===== config.mk =====
export PLATFORM = sky130hd
export DESIGN_NAME = syn_co_dec_flat
export DESIGN_NICKNAME = d
export VERILOG_FILES = /design/src/rtl/syn_co_dec_if.sv /design/src/rtl/syn_co_dec.sv /design/src/flat_wrapper.sv
export SDC_FILE = /design/constraint.sdc
export NUM_CORES = 1
export LEC_CHECK = 0
export CAP_MARGIN = 5
export CORE_MARGIN = 3
export CORE_UTILIZATION = 40
export CTS_BUF_LIST = sky130_fd_sc_hd__clkbuf_2 sky130_fd_sc_hd__clkbuf_4 sky130_fd_sc_hd__clkbuf_8
export CTS_CLUSTER_SIZE = 30
export DETAILED_ROUTE_END_ITERATION = 10
export SYNTH_ARGS = -nofsm -noshare
export SYNTH_HDL_FRONTEND = slang
export SYNTH_SLANG_ARGS = --single-unit
export TNS_END_PERCENT = 10

===== constraint.sdc =====
create_clock -name clk -period 2.8 [get_ports clk]
set_clock_uncertainty 0.2 [all_clocks]
set_input_delay 0.56 -clock clk [delete_from_list [all_inputs] [get_ports clk]]
set_output_delay 0.56 -clock clk [all_outputs]
set_load 0.01 [all_outputs]

===== src/rtl/syn_co_dec_if.sv =====
// Counter-link bundle for the direction decoder: sampled counter stream in,
// recovered direction bits and link health out.
interface syn_co_dec_if #(
  parameter int WIDTH = 3,
  parameter int ERR_W = 8
) ();
  logic [WIDTH-1:0] q_in;
  logic             q_vld;
  logic             resync;
  logic             d_out;
  logic             d_vld;
  logic             step_err;
  logic             locked;
  logic [ERR_W-1:0] err_cnt;

  modport master (
    output q_in, q_vld, resync,
    input  d_out, d_vld, step_err, locked, err_cnt
  );

  modport slave (
    input  q_in, q_vld, resync,
    output d_out, d_vld, step_err, locked, err_cnt
  );
endinterface


===== src/rtl/syn_co_dec.sv =====
// Direction decoder: recovers the up/down bit behind each step of a sampled
// counter value, flags illegal steps, tracks lock and counts errors.
module syn_co_dec #(
  parameter int WIDTH    = 3,
  parameter int LOCK_CNT = 2,
  parameter int ERR_W    = 8
) (
  input  logic         clk,
  input  logic         rst,
  syn_co_dec_if.slave  bus
);

  localparam logic [1:0] S_IDLE = 2'd0;
  localparam logic [1:0] S_ACQ  = 2'd1;
  localparam logic [1:0] S_LOCK = 2'd2;

  logic [1:0]       state_q,    state_d;
  logic [WIDTH-1:0] ref_q,      ref_d;
  logic             ref_vld_q,  ref_vld_d;
  logic [3:0]       good_q,     good_d;
  logic             d_out_q,    d_out_d;
  logic             d_vld_q,    d_vld_d;
  logic             step_err_q, step_err_d;
  logic [ERR_W-1:0] err_cnt_q,  err_cnt_d;

  logic [WIDTH-1:0] diff;
  logic             step_up;
  logic             step_dn;
  logic [3:0]       good_inc;

  // Modular subtraction makes wrap-around steps (max->0, 0->max) legal.
  assign diff     = bus.q_in - ref_q;
  assign step_up  = (diff == WIDTH'(1));
  assign step_dn  = (diff == {WIDTH{1'b1}});
  assign good_inc = good_q + 4'd1;

  always_comb begin
    // NOTE: every target gets a default first so no path leaves a latch.
    state_d    = state_q;
    ref_d      = ref_q;
    ref_vld_d  = ref_vld_q;
    good_d     = good_q;
    d_out_d    = d_out_q;
    d_vld_d    = 1'b0;
    step_err_d = 1'b0;
    err_cnt_d  = err_cnt_q;

    if (bus.resync) begin
      good_d = 4'd0;
      if (bus.q_vld) begin
        ref_d     = bus.q_in;
        ref_vld_d = 1'b1;
        state_d   = S_ACQ;
      end else begin
        ref_vld_d = 1'b0;
        state_d   = S_IDLE;
      end
    end else if (bus.q_vld) begin
      ref_d     = bus.q_in;
      ref_vld_d = 1'b1;
      if (state_q == S_IDLE || !ref_vld_q) begin
        good_d  = 4'd0;
        state_d = S_ACQ;
      end else if (step_up || step_dn) begin
        if (state_q == S_LOCK) begin
          d_vld_d = 1'b1;
          d_out_d = step_up;
        end else begin
          good_d = good_inc;
          if (good_inc == 4'(LOCK_CNT)) begin
            state_d = S_LOCK;
            d_vld_d = 1'b1;
            d_out_d = step_up;
          end
        end
      end else begin
        step_err_d = 1'b1;
        good_d     = 4'd0;
        state_d    = S_ACQ;
        if (err_cnt_q != {ERR_W{1'b1}}) err_cnt_d = err_cnt_q + ERR_W'(1);
      end
    end
  end

  // NOTE: state flops use non-blocking assignments so every flop samples the
  // pre-edge values regardless of statement order.
  always_ff @(posedge clk) begin
    if (rst) begin
      state_q    <= S_IDLE;
      ref_q      <= '0;
      ref_vld_q  <= 1'b0;
      good_q     <= 4'd0;
      d_out_q    <= 1'b0;
      d_vld_q    <= 1'b0;
      step_err_q <= 1'b0;
      err_cnt_q  <= '0;
    end else begin
      state_q    <= state_d;
      ref_q      <= ref_d;
      ref_vld_q  <= ref_vld_d;
      good_q     <= good_d;
      d_out_q    <= d_out_d;
      d_vld_q    <= d_vld_d;
      step_err_q <= step_err_d;
      err_cnt_q  <= err_cnt_d;
    end
  end

  assign bus.d_out    = d_out_q;
  assign bus.d_vld    = d_vld_q;
  assign bus.step_err = step_err_q;
  assign bus.locked   = (state_q == S_LOCK);
  assign bus.err_cnt  = err_cnt_q;

endmodule

===== src/flat_wrapper.sv =====
// flat-port wrapper written by rule: the top's interface ports become plain ports
module syn_co_dec_flat 
#(
  parameter int WIDTH    = 3,
  parameter int LOCK_CNT = 2,
  parameter int ERR_W    = 8
)
  (clk, rst, bus_q_in, bus_q_vld, bus_resync, bus_d_out, bus_d_vld, bus_step_err, bus_locked, bus_err_cnt);
  syn_co_dec_if #(.WIDTH(WIDTH), .ERR_W(ERR_W)) bus_i ();
  input  logic clk;
  input  logic rst;
  input wire logic [$bits(bus_i.q_in)-1:0] bus_q_in;
  input wire logic [$bits(bus_i.q_vld)-1:0] bus_q_vld;
  input wire logic [$bits(bus_i.resync)-1:0] bus_resync;
  output wire logic [$bits(bus_i.d_out)-1:0] bus_d_out;
  output wire logic [$bits(bus_i.d_vld)-1:0] bus_d_vld;
  output wire logic [$bits(bus_i.step_err)-1:0] bus_step_err;
  output wire logic [$bits(bus_i.locked)-1:0] bus_locked;
  output wire logic [$bits(bus_i.err_cnt)-1:0] bus_err_cnt;
  assign bus_i.q_in = bus_q_in;
  assign bus_i.q_vld = bus_q_vld;
  assign bus_i.resync = bus_resync;
  assign bus_d_out = bus_i.d_out;
  assign bus_d_vld = bus_i.d_vld;
  assign bus_step_err = bus_i.step_err;
  assign bus_locked = bus_i.locked;
  assign bus_err_cnt = bus_i.err_cnt;
  syn_co_dec #(.WIDTH(WIDTH), .LOCK_CNT(LOCK_CNT), .ERR_W(ERR_W)) u_core (.clk(clk), .rst(rst), .bus(bus_i));
endmodule

==> results of run 1 <==
==> cells in the mapped netlist (all sizes together) (2+ instances only) <==
cell     count
nand2        5
clkbuf       3
a21oi        4
o41ai        2
and2         3
ha           4
a31oi        2
dfxtp       21
or3          4
nor2b        2
o31ai        2
nor2        19
xor2         6
o2111ai      2
o211ai       2
o21ai        7
inv          6
nand2b       5
buf          2
mux2i        4
nand3        8
nand4        2
==> layout make-up <==
class	instances	area (µm²)	area share [%]
sequential	21	420	27.9
inverter	6	22.5	1.50
timing repair buffer	29	265	17.6
multi-input combinational	100	729	48.5
tap	30	37.5	2.49
clock buffer	4	30.0	2.00
==> cell families (layout without fill, tap and decap cells) <==
family / after synthesis / count (layout) / synth area share (%)
adders and majority gates: 5 / 5 / 6.05
AOI/OAI and AO/OA: 26 / 26 / 15.6
DFF: 21 / 21 / 36.3
buffers and inverters: 11 / 39 / 4.21
xor gates and xnor gates: 7 / 7 / 6.59
and+or+nand+nor: 57 / 57 / 26.9
muxes: 5 / 5 / 4.43
==> worst max-delay path, stage by stage <==
cell	delay [ps]
clkdlybuf4s50_1	480
inv_1	60
fa_2	330
xnor3_2	240
xor2_1	150
buf_4	160
nor3_4	260
nand3_2	120
o31ai_2	240
==> registers in the layout, summed over array words and instances, names as in the netlist <==
signal / cells
u_core.bus.d_vld: 1
u_core.bus.err_cnt: 8
u_core.good_q: 4
u_core.ref_vld_q: 1
u_core.ref_q: 3
u_core.bus.step_err: 1
u_core.bus.d_out: 1
u_core.state_q: 2
==> final timing paths <==
| path | endpoint | slack (ps) | depth (start not counted) |
|---|---|---|---|
| worst min-delay path | u_core.state_q[1] | 300 | 2 |
| worst min register to register | u_core.state_q[1] | 300 | 2 |
| worst max-delay path | u_core.good_q[1] | 220 | 9 |
| worst max register to register | u_core.good_q[1] | 450 | 8 |
==> metal layers <==
metal | global-route usage, % | up-vias | wire [µm]
met1 | 21.8 | 474 | 1230
met4 | 0.949 | 0 | 0
met5 | 0 | - | 0
met3 | 4.75 | 0 | 129
li1 | - | 525 | -
met2 | 24.5 | 22 | 1110
==> power by group through the flow <==
stage	Clock, µW	Combinational (µW)	Sequential (µW)
floorplan	0	61.9	313
global placement	0	99.2	314
detailed placement	0	102	314
CTS	168	104	308
global route	179	119	308
finish	157	107	308
==> what timing repair did <==
item | in CTS | in global routing
setup endpoints to repair | 4 | 13
cloned | 0 | 0
endpoints found under the hold margin | 0 | 0
pin swaps | 1 | 4
resized for setup | 2 | 7
==> through the flow <==
stage | std cells | utilization (%)
2_1_floorplan | 132 | -
3_3_place_gp | 186 | 54.8
6_report | 190 | 57.6
4_1_cts | 190 | 56.5
3_5_place_dp | 186 | 54.8
5_1_grt | 190 | 57.6
==> results by group, run 1 <==
Clocking
  • Longest Clk Path Bufs: 2
  • CTS tree: done
  • Total CTS buffers: 3
  • CTS root buf: clkbuf_4
  • H-tree levels: 1
  • Postcts setup bufs: 0
  • CTS sink cnt: 21
  • Later-pin clock latency in the skew report: 310 ps
  • CTS clk-pin slew, worst paths: 120 ps
  • Hold bufs inserted after CTS: 0

Route
  • Via count: roughly 1000
  • TritonRoute pass-1 iters: 4
  • Routed vias/inst: 5.37
  • Final ANT Viol Nets: 0
  • Routed WL: 2.47 mm
  • DRC viols: 0
  • Wire per inst: 13.0 µm
  • Drt initial violations: 36

Floorplan
  • IO Count: 19
  • Die Area: 3580 µm²
  • Die Y: approximately 60 µm
  • Initial Utilization: 44.3%
  • Core Region: 2610 µm²
  • Die width: between 50 and 60 µm
  • Row Count: 18

Yosys
  • Netlist cell types: 42
  • Post-synth ARST share: 0%
  • Post-synth top area share: 36.3%
  • Yosys reg bits: 21
  • Avg Cell Area, Syn: ~8.8 µm²
  • Ys Warns: 0
  • Sequential-to-total area share from yosys stat: 36.3%
  • Synth area leader: dfxtp_1
  • Syn Inst Count: 132
  • Top post-synthesis cells by area: dfxtp_1 (36%), nor2_1 (6.2%), xor2_1 (4.5%), ha_1 (4.3%), mux2i_1 (3.5%)
  • Synth Cell Area: 1160 µm²
  • Mapped Nets: roughly 140
  • Ys flop type: dfxtp_1
  • Post-synth EDFFs: 0

Placed design
  • Port Buffers: 18
  • Routability Congestion: 0.815
  • Detailed placement HPWL: 1.93 mm
  • Place WS: -367 ps
  • Placed Instance Area: 1430 µm²

Hold path
  • Worst hold path class: reg -> reg
  • Min-delay src: u_core.state_q[1]

STA
  • Final setup violation count: 0
  • Fmax: 388 MHz
  • Fin crit period: 2580 ps
  • RSZ-0062 raised after global routing: false
  • WHS: 299 ps
  • Final Worst Setup Slack: 224 ps
  • Final period utilization: just over 90%
  • Endpoints failing hold: 0
  • Worst slew margin: 49.4%
  • Fin. max-slew vios: 0
  • Slew at the pin closest to its max-slew limit: 751 ps
  • Total negative slack: 0 ps

Run status
  • Outcome: finished clean

Power
  • Logic pwr share: 18.7%
  • VDD IR max: 0.000363 V
  • Sw frac: 26.5%
  • Pwr Total: approximately 570 µW
  • P_sw: 152 µW
  • Sequential power share: 53.8%
  • Static leakage: 0.000581 µW
  • Clk pwr share: 27.5%
  • Power density over the cells: 380 nW/µm²
  • Pint: 420 µW

Final layout
  • Nets: 173
  • Ant diodes: 0
  • Leading cell type in the layout, fill and taps excluded: dfxtp_1
  • Area added between synthesis and finish: 29.9%
  • Filler cells: 244
  • Layout cells sized above 1: 18.1%
  • Final non-filler cell area: 1510 µm²
  • Commonest non-fill, non-tap cells in the layout: dfxtp_1 (21), nor2_1 (19), clkdlybuf4s50_1 (17), buf_4 (11), nand3_1 (7)

Worst setup path
  • CP arrival: approximately 2600 ps
  • CP Launch Type: input port
  • Worst EP required: between 2000 and 3000 ps
  • Reg-to-reg startpoint: u_core.ref_q[0]
  • Setup crit start: bus_q_in[1]
  • CP Capture Type: flop
  • Critical setup path kind: in -> reg
  • Crit Path Max Fanout: 6

GRT
  • Total GRT Usage: between 10% and 20%
  • GRT overflow: 0
  • Vias in the first global route: 972
  • Initial antenna violation count: 0
  • Largest net degree at the start of global routing: 14
  • First-pass GRT wire length: about 4.3 mm

Job
  • Max-Cap Viols: 0
Power figures use the tool's default switching activity.
==> run 2: changes to the inputs <==
--- a/config.mk
+++ b/config.mk
@@ -9,7 +9,7 @@
 export CORE_MARGIN = 3
 export CORE_UTILIZATION = 40
 export CTS_BUF_LIST = sky130_fd_sc_hd__clkbuf_2 sky130_fd_sc_hd__clkbuf_4 sky130_fd_sc_hd__clkbuf_8
-export CTS_CLUSTER_SIZE = 30
+export CTS_CLUSTER_SIZE = 25
 export DETAILED_ROUTE_END_ITERATION = 10
 export SYNTH_ARGS = -nofsm -noshare
 export SYNTH_HDL_FRONTEND = slang
==> results of run 2 <==
The final DEF is identical to that of run 1; final timing and power are the same.
